`config.mk`:
```
export PLATFORM = sky130hd
export DESIGN_NAME = event_readout_flat
export DESIGN_NICKNAME = d
export VERILOG_FILES = /design/src/rtl/daq_pkg.sv /design/src/rtl/event_readout_if.sv /design/src/rtl/event_readout_cmd_edge_det.sv /design/src/rtl/event_readout.sv /design/src/flat_wrapper.sv
export SDC_FILE = /design/constraint.sdc
export NUM_CORES = 1
export LEC_CHECK = 0
export CORE_AREA = 8 8 107 109
export CTS_CLUSTER_SIZE = 10
export DETAILED_ROUTE_END_ITERATION = 8
export DIE_AREA = 0 0 115 117
export HOLD_SLACK_MARGIN = 0.08
export PLACE_DENSITY = 0.79
export SLEW_MARGIN = 20
export SYNTH_ARGS = -nofsm -noshare
export SYNTH_HDL_FRONTEND = slang
export SYNTH_HIERARCHICAL = 1
export SYNTH_SLANG_ARGS = --single-unit
```
`constraint.sdc`:
```
create_clock -name clk_125 -period 3.74 [get_ports clk_125]
set_input_delay 0.748 -clock clk_125 [delete_from_list [all_inputs] [get_ports clk_125]]
set_output_delay 0.748 -clock clk_125 [all_outputs]
set_load 0.05 [all_outputs]
```
`src/rtl/daq_pkg.sv`:
```
// Shared definitions for the DAQ readout path: host command codes, framing
// tags and the readout FSM state encoding.
package daq_pkg;

  localparam logic [7:0]  CMD_START = 8'h01;
  localparam logic [7:0]  CMD_ABORT = 8'h02;
  localparam logic [15:0] HDR_TAG   = 16'hA5A5;
  localparam logic [15:0] TRL_TAG   = 16'h5A5A;

  typedef enum logic [2:0] {
    ST_IDLE  = 3'd0,
    ST_HDR   = 3'd1,
    ST_FETCH = 3'd2,
    ST_WAIT  = 3'd3,
    ST_LO    = 3'd4,
    ST_HI    = 3'd5,
    ST_TRL   = 3'd6
  } state_e;

  // Trailer half-word: tag, zero byte, number of 64-bit words in the event.
  function automatic logic [31:0] trl_word(input logic [7:0] n_words);
    return {TRL_TAG, 8'h00, n_words};
  endfunction

endpackage

```
`src/rtl/event_readout_if.sv`:
```
// FIFO read port plus the outgoing half-word stream of the event readout.
interface event_readout_if;

  logic        rd_en_o;
  logic        empty_i;
  logic [63:0] dout_i;
  logic [31:0] event_half_o;
  logic        half_valid_o;
  logic        half_ready_i;

  modport master (
    output rd_en_o, event_half_o, half_valid_o,
    input  empty_i, dout_i, half_ready_i
  );

  modport slave (
    input  rd_en_o, event_half_o, half_valid_o,
    output empty_i, dout_i, half_ready_i
  );

endinterface

```
`src/rtl/event_readout_cmd_edge_det.sv`:
```
// Host command decoder: start fires only on the first cycle of CMD_START,
// abort fires on every cycle CMD_ABORT is present.
module cmd_edge_det
  import daq_pkg::*;
(
  input  logic       clk_125,
  input  logic       rst,
  input  logic [7:0] cmd,
  output logic       start,
  output logic       abort
);

  logic [7:0] cmd_q_r;

  // Previous-cycle command for edge detection
  always_ff @(posedge clk_125 or negedge rst) begin
    if (!rst) begin
      cmd_q_r <= 8'h00;
    end else begin
      cmd_q_r <= cmd;
    end
  end

  // Pulse decode from current and previous command
  always_comb begin
    start = (cmd == CMD_START) && (cmd_q_r != CMD_START);
    abort = (cmd == CMD_ABORT);
  end

endmodule

```
`src/rtl/event_readout.sv`:
```
// Event readout: drains 64-bit FIFO words and streams each event as header,
// low/high payload half-words and trailer over a valid/ready handshake.
module event_readout
  import daq_pkg::*;
#(
  parameter int unsigned EVENT_WORDS = 16
)
(
  input  logic            clk_125,
  input  logic            rst,
  input  logic [7:0]      cmd,
  event_readout_if.master bus,
  output logic            busy_o,
  output logic [15:0]     event_cnt_o
);

  localparam logic [7:0] LAST_IDX = 8'(EVENT_WORDS - 1);
  localparam logic [7:0] WORDS_8  = 8'(EVENT_WORDS);

  state_e      state_r;
  state_e      state_nxt_s;
  logic        start_s;
  logic        abort_s;
  logic        valid_s;
  logic        rd_en_s;
  logic        accept_s;
  logic [31:0] half_s;
  logic [63:0] hold_r;
  logic [7:0]  word_cnt_r;
  logic [15:0] event_cnt_r;

  cmd_edge_det u_cmd_edge_det (
    .clk_125 (clk_125),
    .rst     (rst),
    .cmd     (cmd),
    .start   (start_s),
    .abort   (abort_s)
  );

  // FSM state register
  always_ff @(posedge clk_125 or negedge rst) begin
    if (!rst) begin
      state_r <= ST_IDLE;
    end else begin
      state_r <= state_nxt_s;
    end
  end

  // Output decode from registered state; read strobe is gated by empty
  always_comb begin
    valid_s = 1'b0;
    half_s  = 32'h0000_0000;
    rd_en_s = 1'b0;
    case (state_r)
      ST_HDR: begin
        valid_s = 1'b1;
        half_s  = {HDR_TAG, event_cnt_r};
      end
      ST_FETCH: rd_en_s = !bus.empty_i;
      ST_LO: begin
        valid_s = 1'b1;
        half_s  = hold_r[31:0];
      end
      ST_HI: begin
        valid_s = 1'b1;
        half_s  = hold_r[63:32];
      end
      ST_TRL: begin
        valid_s = 1'b1;
        half_s  = trl_word(WORDS_8);
      end
      default: begin
        valid_s = 1'b0;
        half_s  = 32'h0000_0000;
        rd_en_s = 1'b0;
      end
    endcase
    accept_s = valid_s && bus.half_ready_i;
  end

  // Next-state logic; abort overrides everything
  always_comb begin
    state_nxt_s = state_r;
    if (abort_s) begin
      state_nxt_s = ST_IDLE;
    end else begin
      case (state_r)
        ST_IDLE:  state_nxt_s = start_s  ? ST_HDR   : ST_IDLE;
        ST_HDR:   state_nxt_s = accept_s ? ST_FETCH : ST_HDR;
        ST_FETCH: state_nxt_s = rd_en_s  ? ST_WAIT  : ST_FETCH;
        ST_WAIT:  state_nxt_s = ST_LO;
        ST_LO:    state_nxt_s = accept_s ? ST_HI    : ST_LO;
        ST_HI: begin
          if (accept_s) begin
            state_nxt_s = (word_cnt_r == LAST_IDX) ? ST_TRL : ST_FETCH;
          end else begin
            state_nxt_s = ST_HI;
          end
        end
        ST_TRL:   state_nxt_s = accept_s ? ST_IDLE  : ST_TRL;
        default:  state_nxt_s = ST_IDLE;
      endcase
    end
  end

  // Holding register: FIFO data is valid the cycle after the read strobe
  always_ff @(posedge clk_125 or negedge rst) begin
    if (!rst) begin
      hold_r <= 64'h0;
    end else if (state_r == ST_WAIT) begin
      hold_r <= bus.dout_i;
    end else begin
      hold_r <= hold_r;
    end
  end

  // Payload word counter within the current event
  always_ff @(posedge clk_125 or negedge rst) begin
    if (!rst) begin
      word_cnt_r <= 8'h00;
    end else if (abort_s) begin
      word_cnt_r <= 8'h00;
    end else if ((state_r == ST_HI) && accept_s) begin
      word_cnt_r <= word_cnt_r + 8'h01;
    end else if ((state_r == ST_TRL) && accept_s) begin
      word_cnt_r <= 8'h00;
    end else begin
      word_cnt_r <= word_cnt_r;
    end
  end

  // Completed-event counter, advanced only when the trailer is taken
  always_ff @(posedge clk_125 or negedge rst) begin
    if (!rst) begin
      event_cnt_r <= 16'h0000;
    end else if (!abort_s && (state_r == ST_TRL) && accept_s) begin
      event_cnt_r <= event_cnt_r + 16'h0001;
    end else begin
      event_cnt_r <= event_cnt_r;
    end
  end

  assign bus.rd_en_o      = rd_en_s;
  assign bus.half_valid_o = valid_s;
  assign bus.event_half_o = half_s;
  assign busy_o           = (state_r != ST_IDLE);
  assign event_cnt_o      = event_cnt_r;

endmodule

```
`src/flat_wrapper.sv`:
```
// flat-port wrapper written by rule: the top's interface ports become plain ports
module event_readout_flat import daq_pkg::*;
#(
  parameter int unsigned EVENT_WORDS = 16
)
  (clk_125, rst, cmd, busy_o, event_cnt_o, bus_rd_en_o, bus_event_half_o, bus_half_valid_o, bus_empty_i, bus_dout_i, bus_half_ready_i);
  event_readout_if bus_i ();
  input  logic clk_125;
  input  logic rst;
  input  logic [7:0] cmd;
  output logic busy_o;
  output logic [15:0] event_cnt_o;
  output wire logic [$bits(bus_i.rd_en_o)-1:0] bus_rd_en_o;
  output wire logic [$bits(bus_i.event_half_o)-1:0] bus_event_half_o;
  output wire logic [$bits(bus_i.half_valid_o)-1:0] bus_half_valid_o;
  input wire logic [$bits(bus_i.empty_i)-1:0] bus_empty_i;
  input wire logic [$bits(bus_i.dout_i)-1:0] bus_dout_i;
  input wire logic [$bits(bus_i.half_ready_i)-1:0] bus_half_ready_i;
  assign bus_rd_en_o = bus_i.rd_en_o;
  assign bus_event_half_o = bus_i.event_half_o;
  assign bus_half_valid_o = bus_i.half_valid_o;
  assign bus_i.empty_i = bus_empty_i;
  assign bus_i.dout_i = bus_dout_i;
  assign bus_i.half_ready_i = bus_half_ready_i;
  event_readout #(.EVENT_WORDS(EVENT_WORDS)) u_core (.clk_125(clk_125), .rst(rst), .cmd(cmd), .bus(bus_i), .busy_o(busy_o), .event_cnt_o(event_cnt_o));
endmodule
```
==> out/results.ini, run 1 <==
[logic_synthesis]
syn_inst = 409
synthDistinctLibCells = 40
ys_seq_area_frac = 0.525
synth_ff_type = dfrtp_1
async_flop_share = 1.00
yosysMostFrequentCell = dfrtp_1
synth-edff-count = 0
yosysWarnings = 6
yosys-top-cells-area = dfrtp_1 53%, mux2_2 19%, nor2_1 3.8%
syn_area_sq_mm = 0.00472
synth_common_cells = 99 x dfrtp_1, 80 x mux2_2, 48 x nor2_1
avgSynthCellArea_sq_um = 11.5
synth_nets = 487
yosys.area.top_type_share = 0.525
ys_ff_latch = 99
yosysTopAreaCell = dfrtp_1

[placement]
hpwl_microns = 8690
io_buffers = 126
dp.cells = 655
gp_congestion = 0.834

[clock_tree]
worstSkewPairLatency_ns = 0.36
cts_hold_buf = 0
cts_setup_buffers = 0
cts_made_buffers = 9
cts_tree = done
clock_sinks = 99
root_buffer = clkbuf_8
clock_path_buffers = 2
post_cts_resized = 0
cts_htree_levels = 3
clk_pin_slew_ns = 0.09

[route]
route.vias.total = 3628
top_layer = met4
routedLengthMet1_microns = 4900
avgViaCountPerCell = 5.41
drt_pre_antenna_iters = 5
drc_errors = 0
wire_per_inst_microns = 17.8
dr.first_iter.drc_count = 147
postRouteAntennaNets = 0
met2_wirelength_microns = 6210
wl_met3_microns = 652
wirelength_microns = 12000

[floorplanning]
die_h_microns = 117
rows = 37
die_x_microns = 115
initial_core_util = 0.476
core_sq_mm = 0.00991
io_pins = 127
die_area_sq_mm = 0.0135

[outcome]
status = finished clean

[sta]
worst_pin_slew_ns = 0.839
grt_setup_unrepaired = no
slew_headroom = 0.441
setup_viol = 0
finalCritPeriodShare = 0.785
timing.hold.ws_ns = 0.457
finClkSkew_ns = 0.00945
slew_viol_final = 0
max_freq_ghz = 0.340
tns_ns = 0
hold_violations = 0
post-route-min-period_ns = 2.94

[finish]
fin_cells = 670
multi_input_area_sq_mm = 0.00205
nets = 608
nFillCells = 732
seq_area_sq_mm = 0.00248
n_antenna_cell = 0
utilization = 0.665
syn_to_final_growth_pct = 39.7
final_layout_size_suffix_gt1_frac = 0.275

[worst_setup_path]
worstSetupEndpointType = primary output
critPathArrivalTime_ns = 2.19
worstReg2RegStart = u_core/state_r[0]
cp.required_ns = 2.99
r2r-end = u_core/hold_r[37]
reg2reg_depth = 5
crit_type = reg -> out
critPathLaunchType = register
rrSetupSlack_ns = 1.30
cp_max_fo = 19

[grt]
overflow = 0
grt_pass1_wl_microns = 18900
grt_max_degree = 65
antenna_found_initial = 0
grt_pass1_vias = 3826
gr-usage-all-layers = 0.179

[min_path]
hp-class = in -> async

[job]
maxCapViolCount = 0

[pwr]
power.density_mw_per_mm2 = 798
ir_drop_mv = 0.471
power.leakage_nw = 2.76

## area by class of cell
class	instances	area share
repair buffers	135	0.251
inverters	5	0.00285
clock buffers	14	0.0277
multi-input cells	280	0.312
clock inverters	1	0.00456
flip-flops and latches	99	0.376
well taps	136	0.0258
## through the flow
step	area (sq um)	setup slack [ns]	total power [mW]
after floorplan	4720	1.01	3.41
after global placement	6370	0.764	4.47
after detailed placement	6370	0.648	4.56
after CTS	6590	0.788	5.29
after global routing	6590	0.656	5.53
final	6590	0.803	5.25
## critical path, stage by stage (launching register included)
cell and delay (ns):
dfrtp_1 0.59, nor2_2 0.37, buf_4 0.32, nand2_1 0.09
a21oi_1 0.27, buf_12 0.18
## cells in the final DEF, fill, tap and decap left out, types with 4 or more instances in the layout
cell type         n
a21oi_1          21
a22oi_1          15
and3_1            4
buf_12           33
buf_4            11
clkbuf_8         13
clkdlybuf4s50_1  91
dfrtp_1          99
inv_1             5
mux2_2           80
nand2_1          22
nand3_1           7
nand4_1           4
nor2_1           47
nor3_1            6
o21ai_0          25
or3_1             5
xnor2_1          10
xor2_1            7
## logic make-up after synthesis
group                    count (synthesis)  share of synthesized area
AO/OA/AOI/OAI                           65                     0.0799
XOR/XNOR                                17                     0.0316
adder cells (fa/ha/maj)                  2                    0.00531
buffers and inverters                   30                     0.0398
flip-flops                              99                      0.525
multiplexers                            81                      0.193
AND/OR/NAND/NOR                        115                      0.125
## power breakdown
part	total [mW]	internal (mW)	leakage, nW	switching, mW
logic	2.79	1.32	1.45	1.47
clock network	0.729	0.380	0.109	0.350
registers	1.73	1.48	1.20	0.256
## state kept, by name, summed over array words and instances (netlist names)
register                       flops
u_core/event_cnt_o                16
u_core/hold_r                     64
u_core/state_r                     3
u_core/u_cmd_edge_det/cmd_q_r      8
u_core/word_cnt_r                  8
## per-layer routing
metal  global-route usage  vias up
met2                0.311      114
met4               0.0639        0
met5                    0        -
li1                     -     1676
met3               0.0446       16
met1                0.212     1822
## worst max-delay path by stage
| stage | end | slack (ns) | startpoint | cells after the start |
|---|---|---|---|---|
| after floorplan | bus_event_half_o[4] | 1.01 | u_core/state_r[2] | 4 |
| after global placement | u_core/event_cnt_o[3] | 0.76 | cmd[5] | 8 |
| after detailed placement | u_core/event_cnt_o[3] | 0.65 | cmd[5] | 8 |
| after CTS | bus_event_half_o[18] | 0.79 | u_core/state_r[0] | 5 |
| after global routing | bus_event_half_o[18] | 0.66 | u_core/state_r[0] | 5 |
| final | bus_event_half_o[23] | 0.80 | u_core/state_r[0] | 5 |
Note: power is estimated with default switching activity, not from simulation.
==> run 2: changes to the inputs <==
--- a/config.mk
+++ b/config.mk
@@ -5,12 +5,12 @@
 export SDC_FILE = /design/constraint.sdc
 export NUM_CORES = 1
 export LEC_CHECK = 0
-export CORE_AREA = 8 8 107 109
+export CORE_AREA = 8 8 113 115
 export CTS_CLUSTER_SIZE = 10
 export DETAILED_ROUTE_END_ITERATION = 8
-export DIE_AREA = 0 0 115 117
+export DIE_AREA = 0 0 121 123
 export HOLD_SLACK_MARGIN = 0.08
-export PLACE_DENSITY = 0.79
+export PLACE_DENSITY = 0.74
 export SLEW_MARGIN = 20
 export SYNTH_ARGS = -nofsm -noshare
 export SYNTH_HDL_FRONTEND = slang
==> constraint.sdc (replaced) <==
create_clock -name clk_125 -period 2.5 [get_ports clk_125]
set_input_delay 0.5 -clock clk_125 [delete_from_list [all_inputs] [get_ports clk_125]]
set_output_delay 0.5 -clock clk_125 [all_outputs]
set_load 0.05 [all_outputs]
==> run 2 against run 1 <==
Die area grew 11%; flip-flop and latch count is the same; wire length grew 1.5%; core utilization shrank 5.4 points.
==> out/results.ini, run 2 (synthesis results as in run 1) <==
[outcome]
status = finished clean

[worst_setup_path]
cp_max_fo = 19
cp-startpoint = u_core/state_r[0]
critPathArrivalTime_ns = 1.85
critPathLaunchType = register
worstSetupEndpointType = primary output
crit_type = reg -> out
cp_common_cell = buf_12
critPathBufInv = 2
critPathMaxStageDelay_ns = 0.43
cp.required_ns = 2.00
worstReg2RegStart = u_core/state_r[2]
cp_slowest_cell = dfrtp_1
path_cells = nor2_2 -> buf_12 -> nand2_1 -> a21oi_1 -> buf_12
cp_top_family = flip-flops

[grt]
grt_max_degree = 49
grt_pass1_wl_microns = 19900
antenna_found_initial = 1
gr-usage-all-layers = 0.167
overflow = 0
grt_pass1_vias = 3882

[route]
postRouteAntennaNets = 0
route.vias.total = 3594
wirelength_microns = 12100
avgViaCountPerCell = 5.24
drt_pre_antenna_iters = 4
wire_per_inst_microns = 17.7
dr.first_iter.drc_count = 142
drc_errors = 0

[sta]
finalCritPeriodShare = 0.939
worst_pin_slew_ns = 0.655
post-route-min-period_ns = 2.35
slew_headroom = 0.561
finClkSkew_ns = 0.00526
hold_violations = 0
grt_setup_unrepaired = no
slew_viol_final = 0
tns_ns = 0
setup_viol = 0
max_freq_ghz = 0.426

[placement]
hpwl_microns = 9010
io_buffers = 126
gp_congestion = 0.771

[clock_tree]
clk_pin_slew_ns = 0.07
worstSkewPairLatency_ns = 0.33
cts_tree = done
clock_path_buffers = 2
cts_made_buffers = 9
cts_htree_levels = 3
clock_sinks = 99
cts_setup_buffers = 0
root_buffer = clkbuf_16

[finish]
nets = 615
final_common_cell = dfrtp_1
regMostFlops = u_core/hold_r
syn_to_final_growth_pct = 43.5
nFillCells = 893
largest_reg_flops = 64
final_layout_size_suffix_gt1_frac = 0.293
mostFrequentLayoutCells = 98 x dfrtp_1, 90 x clkdlybuf4s50_1, 80 x mux2_2

[pwr]
power_mw = 8.17
power.density_mw_per_mm2 = 1210
power.leakage_nw = 2.84
ir_drop_mv = 0.989

[floorplanning]
core_sq_mm = 0.0111
die_x_microns = 121
die_h_microns = 123
initial_core_util = 0.426
io_pins = 127
rows = 39
die_area_sq_mm = 0.0149

[min_path]
hp-class = in -> async

[job]
maxCapViolCount = 0

-- run 2: changes by cell type in the layout (fill, tap and decap cells not counted), sizes merged --
cell,previous run,this run
buf,44,52
clkinv,0,6
clkbuf,14,10
bufinv,1,0
clkdlybuf4s50,91,90
diode,0,1
-- run 2: timing repair --
| item | CTS | global route |
|---|---|---|
| hold buffers | 0 | 0 |
| setup endpoints to repair | 0 | 8 |
| resized for setup | 0 | 1 |
-- run 2: worst paths after layout --
kind | end | slack [ns] | cells after the start
max in group asynchronous | u_core/hold_r[15] | 1.67 | 2
worst min register to register | u_core/hold_r[53] | 0.50 | 1
worst max register to register | u_core/event_cnt_o[11] | 0.67 | 6
worst max-delay path | bus_event_half_o[23] | 0.15 | 5
worst min-delay path | u_core/event_cnt_o[12] | 0.12 | 1
min in group clk_125 | u_core/hold_r[53] | 0.50 | 1
-- run 2: layout make-up --
class | instances | area, sq um | share of cell area
Clock inverter | 6 | 41.3 | 0.00610
Clock buffer | 10 | 239 | 0.0353
Inverter | 5 | 18.8 | 0.00277
Timing Repair Buffer | 142 | 1750 | 0.259
Tap cell | 143 | 179 | 0.0264
Sequential cell | 99 | 2480 | 0.366
Antenna cell | 1 | 2.50 | 0.000370
Multi-Input combinational cell | 280 | 2060 | 0.304
-- run 2: worst reg2reg max path: cells and delay by family, from the launching register on --
family,cells,cell delay [ns]
xor gates and xnor gates,1,0.15
buffers and inverters,2,0.51
DFF,1,0.35
and+or+nand+nor,3,0.71
-- run 2: through the flow --
stage                     hold slack (ns)  area (sq um)   util  worst slack, ns  instances
after floorplan                     0.204          4720      -           0.0229        409
final                               0.122          6770  0.611            0.152        686
after global routing                0.144          6770  0.611           0.0222        686
after CTS                           0.128          6760  0.611           0.0522        685
after global placement              0.482          6480  0.585            0.110        669
after detailed placement            0.488          6480  0.585           0.0684        669
-- run 2: power breakdown --
| part | internal, mW | total (mW) | switching (mW) |
|---|---|---|---|
| registers | 2.22 | 2.60 | 0.381 |
| logic | 2.06 | 4.27 | 2.22 |
| clock network | 0.702 | 1.30 | 0.593 |
| total | 4.98 | 8.17 | 3.19 |
-- run 2: layer usage --
layer	vias to the layer above	part of all wire	global-route usage
li1	1697	-	-
met1	1783	0.40	0.195
met2	98	0.52	0.283
met3	16	0.067	0.0530
met4	0	0.016	0.0625
met5	-	0	0
